**src/rtl/switch_led_ctrl.sv**
```systemverilog
// switch_led_ctrl: per-channel synchroniser, debouncer and rise detector for
// front-panel switches, driving LEDs in follow / toggle / blink / invert mode.
module switch_led_ctrl #(
    parameter int N_CH            = 6,
    parameter int DEBOUNCE_CYCLES = 50000,
    parameter int BLINK_HALF      = 12500000
) (
    input  logic            clk,
    input  logic            rst_n,
    input  logic [N_CH-1:0] Switch,
    input  logic [1:0]      mode,
    output logic [N_CH-1:0] LED,
    output logic [N_CH-1:0] sw_level,
    output logic [N_CH-1:0] sw_rise
);

    localparam int CNT_W = $clog2(DEBOUNCE_CYCLES);
    localparam int BLK_W = (BLINK_HALF > 1) ? $clog2(BLINK_HALF) : 1;

    localparam logic [CNT_W-1:0] CNT_LAST = CNT_W'(DEBOUNCE_CYCLES - 1);
    localparam logic [CNT_W-1:0] CNT_ONE  = CNT_W'(1);
    localparam logic [BLK_W-1:0] BLK_LAST = BLK_W'(BLINK_HALF - 1);
    localparam logic [BLK_W-1:0] BLK_ONE  = BLK_W'(1);

    typedef enum logic [1:0] {
        MODE_FOLLOW = 2'b00,
        MODE_TOGGLE = 2'b01,
        MODE_BLINK  = 2'b10,
        MODE_INVERT = 2'b11
    } led_mode_e;

    logic [N_CH-1:0]            sync1_r;
    logic [N_CH-1:0]            sync2_r;
    logic [N_CH-1:0][CNT_W-1:0] cnt_r;
    logic [N_CH-1:0][CNT_W-1:0] cnt_nxt_s;
    logic [N_CH-1:0]            level_r;
    logic [N_CH-1:0]            level_nxt_s;
    logic [N_CH-1:0]            level_d_r;
    logic [N_CH-1:0]            rise_r;
    logic [N_CH-1:0]            rise_s;
    logic [N_CH-1:0]            tog_r;
    logic [N_CH-1:0]            led_r;
    logic [N_CH-1:0]            led_nxt_s;
    logic [BLK_W-1:0]           blk_cnt_r;
    logic [BLK_W-1:0]           blk_cnt_nxt_s;
    logic                       phase_r;
    logic                       phase_nxt_s;

    // Two-stage synchroniser for the asynchronous switch inputs.
    always_ff @(posedge clk or negedge rst_n) begin
        if (!rst_n) begin
            sync1_r <= {N_CH{1'b0}};
            sync2_r <= {N_CH{1'b0}};
        end else begin
            sync1_r <= Switch;
            sync2_r <= sync1_r;
        end
    end

    // Debounce: a new level must persist for DEBOUNCE_CYCLES consecutive clocks.
    always_comb begin
        cnt_nxt_s   = cnt_r;
        level_nxt_s = level_r;
        for (int i = 0; i < N_CH; i++) begin
            if (sync2_r[i] == level_r[i]) begin
                cnt_nxt_s[i] = {CNT_W{1'b0}};
            end else if (cnt_r[i] == CNT_LAST) begin
                cnt_nxt_s[i]   = {CNT_W{1'b0}};
                level_nxt_s[i] = sync2_r[i];
            end else begin
                cnt_nxt_s[i] = cnt_r[i] + CNT_ONE;
            end
        end
    end

    assign rise_s = level_r & ~level_d_r;

    // Debounce counters, accepted level, rise pulse and toggle state.
    always_ff @(posedge clk or negedge rst_n) begin
        if (!rst_n) begin
            cnt_r     <= {(N_CH*CNT_W){1'b0}};
            level_r   <= {N_CH{1'b0}};
            level_d_r <= {N_CH{1'b0}};
            rise_r    <= {N_CH{1'b0}};
            tog_r     <= {N_CH{1'b0}};
        end else begin
            cnt_r     <= cnt_nxt_s;
            level_r   <= level_nxt_s;
            level_d_r <= level_r;
            rise_r    <= rise_s;
            tog_r     <= tog_r ^ rise_s;
        end
    end

    // Shared free-running blink prescaler; phase flips on every wrap.
    always_comb begin
        blk_cnt_nxt_s = blk_cnt_r;
        phase_nxt_s   = phase_r;
        if (blk_cnt_r == BLK_LAST) begin
            blk_cnt_nxt_s = {BLK_W{1'b0}};
            phase_nxt_s   = ~phase_r;
        end else begin
            blk_cnt_nxt_s = blk_cnt_r + BLK_ONE;
        end
    end

    // Blink prescaler state.
    always_ff @(posedge clk or negedge rst_n) begin
        if (!rst_n) begin
            blk_cnt_r <= {BLK_W{1'b0}};
            phase_r   <= 1'b0;
        end else begin
            blk_cnt_r <= blk_cnt_nxt_s;
            phase_r   <= phase_nxt_s;
        end
    end

    // LED source selection; mode is quasi-static and used unsynchronised.
    always_comb begin
        led_nxt_s = {N_CH{1'b0}};
        case (mode)
            MODE_FOLLOW: led_nxt_s = level_r;
            MODE_TOGGLE: led_nxt_s = tog_r;
            MODE_BLINK:  led_nxt_s = level_r & {N_CH{phase_r}};
            MODE_INVERT: led_nxt_s = ~level_r;
            default:     led_nxt_s = {N_CH{1'b0}};
        endcase
    end

    // Registered LED drive.
    always_ff @(posedge clk or negedge rst_n) begin
        if (!rst_n) begin
            led_r <= {N_CH{1'b0}};
        end else begin
            led_r <= led_nxt_s;
        end
    end

    assign LED      = led_r;
    assign sw_level = level_r;
    assign sw_rise  = rise_r;

endmodule

```
**config.mk**
```make
export PLATFORM = sky130hd
export DESIGN_NAME = switch_led_ctrl
export DESIGN_NICKNAME = d
export VERILOG_FILES = /design/src/rtl/switch_led_ctrl.sv
export SDC_FILE = /design/constraint.sdc
export NUM_CORES = 1
export LEC_CHECK = 0
export ABC_AREA = 1
export BUFFER_PORTS_ARGS = -buffer_cell sky130_fd_sc_hd__buf_2
export CAP_MARGIN = 30
export CORE_MARGIN = 10
export CORE_UTILIZATION = 56
export CTS_CLUSTER_DIAMETER = 100
export DETAILED_ROUTE_END_ITERATION = 6
export PLACE_DENSITY_LB_ADDON = 0.3
export RECOVER_POWER = 50
export SYNTH_ARGS = -nofsm -noshare
export SYNTH_HDL_FRONTEND = slang
export SYNTH_SLANG_ARGS = --single-unit
```
**constraint.sdc**
```tcl
create_clock -name clk -period 1.5 [get_ports clk]
set_clock_uncertainty 0.2 [all_clocks]
set_input_delay 0.075 -clock clk [delete_from_list [all_inputs] [get_ports clk]]
set_output_delay 0.075 -clock clk [all_outputs]
set_load 0.005 [all_outputs]
```
Word-level counts from Yosys, hierarchy flattened. Cells that the tools add are included.

$add $sub $neg: 7. Multiply operators: 0. Divide/modulo/power cells: 0. Order comparisons: 0. Equality and inequality tests: 16. Shift-type cells: 0. Muxes and demuxes: 14. Bitwise operators: 12. Reductions and logical operators: 7.

Operator list (count): $mux W16 (12); $add A16 B1 Y16 const B (6); $eq A16 B16 Y1 const B (6); $add A24 B1 Y24 const B (1); $eq A24 B24 Y1 const B (1); $mux W24 (1); $pmux W6 S4 (1); $and A6 B6 Y6 (2); $not A6 Y6 (2); $reduce_and A2 Y1 (6); $not A1 Y1 (7); $eq A1 B1 Y1 (6); $xor A6 B6 Y6 (1); $eq A2 B2 Y1 const B (2); $eq A2 B1 Y1 const B (1); $logic_not A2 Y1 (1).

Bits in registers: 163. Latch bits: 0. Bits in writable memories: 0. Memory bits (read-only): 0. Input bits: 10. Output and inout port bits: 18. Logic and storage cells: 76. Memories: 0.

Longest topological paths before layout.
Word-level depth: 3. Gate-level depth with buffers: 9. Gate-level depth less buffers: 9.

Least setup slack after synthesis. No wires, ideal clock.

Path kind: register to register. Start: register cnt_r[80] (netlist name). End: register cnt_r[85] (netlist name). Setup time: 0.120 ns. Arrival time: 1.207 ns. Setup slack: -0.027 ns. Cell stages (with the launch flop): 9. Path buffers: 0. Path through: dfrtp_1 -> ha_1 -> inv_1 -> nor2_4 -> inv_1 -> nor2_2 -> nand2_1 -> nand2_2 -> nor2_1.

RTL lines: start: declaration (RTL line 34) `logic [N_CH-1:0][CNT_W-1:0] cnt_r;`; start signal: assignment (RTL line 81) `cnt_r <= {(N_CH*CNT_W){1'b0}};`; start signal: assignment (RTL line 87) `cnt_r <= cnt_nxt_s;`.

==> flow_summary.toml <==
[floorplan]
rows = 44
die_area_mm2 = 0.02012
fp.dieW_um = 141.8
die-height_um = 141.8
core_mm2 = 0.01453
start_util_pct = 57.19
io_pins = 28

[drt]
num_vias = 7472
wl_mm = 20.37
drt_first_pass_iters = 5
drt_iter0_markers = 434
drc = 0
ant_nets = 0
wire_per_inst_um = 14.11
via_per_inst = 5.175

[timing]
relSlewSlack_pct = 37.86
drv_slew = 0
min_period_ns = 1.635
setup-tns-final_ns = -4.386
setup_viol = 69
worst_slew_pin_slew_ns = 0.9321
rsz0062_at_grt = "true"
hold_violations = 0
holdWs_ns = 0.08396
setup_ws_ns = -0.1350
period_share_pct = 109.0
max_freq_mhz = 611.6

[power_and_ir_drop]
power_mw = 9.425
ir_worst_vdd_mv = 0.9234
p_seq_share_pct = 47.9
swShare_pct = 22.97
p_switching_mw = 2.165
power_density_mw_per_mm2 = 853.6
clock_power_share_pct = 47.6
cell_internal_pwr_mw = 7.260
leakage_nw = 5.248
p_comb_share_pct = 4.5

[placement]
hpwl_mm = 12.95
place_area_mm2 = 0.009404
dp_cells = 1372
pre_cts_slack_ns = -0.1152
globalplace.congestion = 0.9081
numPortBuffers = 27

[finish]
nets = 1264
area_growth_pct = 32.85
utilization_pct = 75.97
stdcell_count = 1444
multi_input_area_mm2 = 0.004447
fill_cells = 972
drive_gt1_share_pct = 30.16
finalInstanceArea_mm2 = 0.01104
seq_area_mm2 = 0.004090
diodes = 0

[cts]
cts_buffers = 17
numClockSinks = 163
clk_path_buf_depth = 2
worstSkewPairLatency_ns = 0.43
cts_tree = "done"
clockRootBuffer = "clkbuf_16"
cts.reportedPaths.clkPinSlew_ns = 0.06
cts_max_level = 4

[logic_synthesis]
synth-seq-cells = 163
ys.flop_type = "dfrtp_1"
synth_warnings = 0
postSynthAreaPerCell_um2 = 7.768
synthMostInstantiatedCell = "nand2_1"
syn_nets = 1087
synth_edf_count = 0
ys_seq_area_share_pct = 49.07
ys_async_sr_fraction_pct = 100.0
synth_top_area_share_pct = 49.07
netlist_area_mm2 = 0.008312
synth.top_cells.by_count = "259 x nand2_1, 242 x nor2_1, 163 x dfrtp_1"
syn_inst = 1070
yosysTopAreaCell = "dfrtp_1"
ys_types = 27
yosys-top-cells-area = "dfrtp_1 49%, nand2_1 12%, nor2_1 11%, inv_1 5.6%, nand3_1 5.6%"

[worst_setup_path]
path_cells = "nand2_1 -> inv_1 -> nand2_1 -> nor2_4 -> buf_4 -> nand3_1 -> nand2_1 -> nor2_1"
end_kind = "register"
ff2ff_path_depth = 8
arrival_ns = 1.76
r2r_setup_slack_ns = -0.14
critPathMaxStageDelay_ns = 0.48
r2r_start = "cnt_r[21]$_DFF_PN0_"
timing.rr.end = "cnt_r[31]$_DFF_PN0_"
required_ns = 1.62
cp-start-kind = "register"
crit_slowest_cell = "dfrtp_1"
cpMostUsedCell = "nand2_1"
crit_type = "reg2reg"
worst-path-max-fanout = 5

[min_path]
holdPathEnd = "sync1_r[5]$_DFF_PN0_"
worstHoldStart = "Switch[5]"
hold_depth = 2
hp-class = "in2reg"

[run_status]
status = "finished with violations"
violations = "negative setup slack"

[global_route]
grt_pass1_vias = 7088
grt_pass1_wl_mm = 32.29
overflow = 0
grtUsageTotal_pct = 19.27
antenna_found_initial = 0
grt_max_degree = 106

[flow_run]
cap_violations = 0
## repair_timing
action | 4_1_cts | 5_1_grt
endpoints found under the hold margin | 175 | 0
resized for setup | 55 | 152
setup endpoints to repair | 86 | 112
buffers inserted | 7 | 22
cloned | 1 | 0
hold buffers | 10 | 0
pin swaps | 28 | 61
## per-layer routing
layer	GRT usage [%]	vias up	part of all wire, %
met3	4.039	36	4.7
met2	31.60	199	50
met1	24.95	3544	43
met4	6.132	0	1.7
met5	0	-	0
li1	-	3693	-
## logic make-up after synthesis
family / count (synthesis) / synth area share, %
flops: 163 / 49.07
buf+inv: 134 / 6.097
fa+ha+maj: 7 / 1.054
simple gates: 674 / 35.29
compound gates: 46 / 3.282
xor+xnor: 46 / 5.209
## power by group through the flow
stage | Sequential, mW | Combinational [mW] | Clock, mW
after floorplan | 4.58 | 0.133 | 0
after global placement | 4.58 | 0.335 | 0
after detailed placement | 4.58 | 0.344 | 0
after CTS | 4.50 | 0.377 | 4.54
after global routing | 4.52 | 0.480 | 4.72
final | 4.52 | 0.427 | 4.48
## how the worst max path moves through the flow
stage / start / endpoint / depth (start not counted) / slack (ns)
after detailed placement: cnt_r[16]$_DFF_PN0_ / cnt_r[22]$_DFF_PN0_ / 8 / -0.12
after global placement: blk_cnt_r[13]$_DFF_PN0_ / blk_cnt_r[20]$_DFF_PN0_ / 7 / -0.05
after CTS: blk_cnt_r[0]$_DFF_PN0_ / blk_cnt_r[5]$_DFF_PN0_ / 6 / -0.11
after floorplan: cnt_r[32]$_DFF_PN0_ / cnt_r[46]$_DFF_PN0_ / 8 / 0.001
final: cnt_r[21]$_DFF_PN0_ / cnt_r[31]$_DFF_PN0_ / 8 / -0.14
after global routing: cnt_r[21]$_DFF_PN0_ / cnt_r[31]$_DFF_PN0_ / 8 / -0.22
## registers in the layout, summed over array words and instances (netlist names)
signal,cells
sw_rise,6
sync2_r,6
tog_r,6
sw_level,6
cnt_r,96
sync1_r,6
blk_cnt_r,24
phase_r,1
LED,6
level_d_r,6
## worst max-delay path: cells and delay by family (launching register included)
kind	cells	cell delay (ns)
AND/OR/NAND/NOR	6	0.59
buffers and inverters	2	0.25
flip-flops	1	0.48
## layout make-up
type                    instances  share of cell area (%)
clock inverters                15                   1.620
inverters                     133                   4.544
repair buffers                158                   10.58
clock buffers                  17                   3.853
flip-flops and latches        163                   37.04
well taps                     184                   2.085
multi-input cells             774                   40.27
## cells in the final DEF, fill, tap and decap left out, types with 3 or more instances in the layout
cell	netlist	routed
nand2_1	259	224
nor2_1	242	188
dfrtp_1	163	154
inv_1	125	117
buf_4	1	108
nand3_1	93	64
nor2_2	11	44
xor2_1	39	37
nand2_2	13	31
nor2_4	10	31
nand3_2	0	27
buf_2	0	26
nand4_1	21	21
a21oi_1	21	18
nand2_4	1	17
clkbuf_16	0	17
inv_2	8	15
o21bai_1	11	11
dlygate4sd3_1	0	10
dfrtp_2	0	9
nor3_1	10	7
buf_6	0	7
o211ai_1	6	6
xor2_2	4	5
inv_6	0	5
clkbuf_1	0	5
o21ai_1	0	4
o21ai_0	8	4
nor3_2	4	4
ha_2	0	4
clkinvlp_4	0	4
a21oi_2	0	3
xnor2_1	3	3
nor3b_2	3	3
nor3_4	0	3
ha_4	0	3
clkinv_2	0	3
bufinv_16	0	3
No activity file was read; power rests on OpenSTA's default activity.
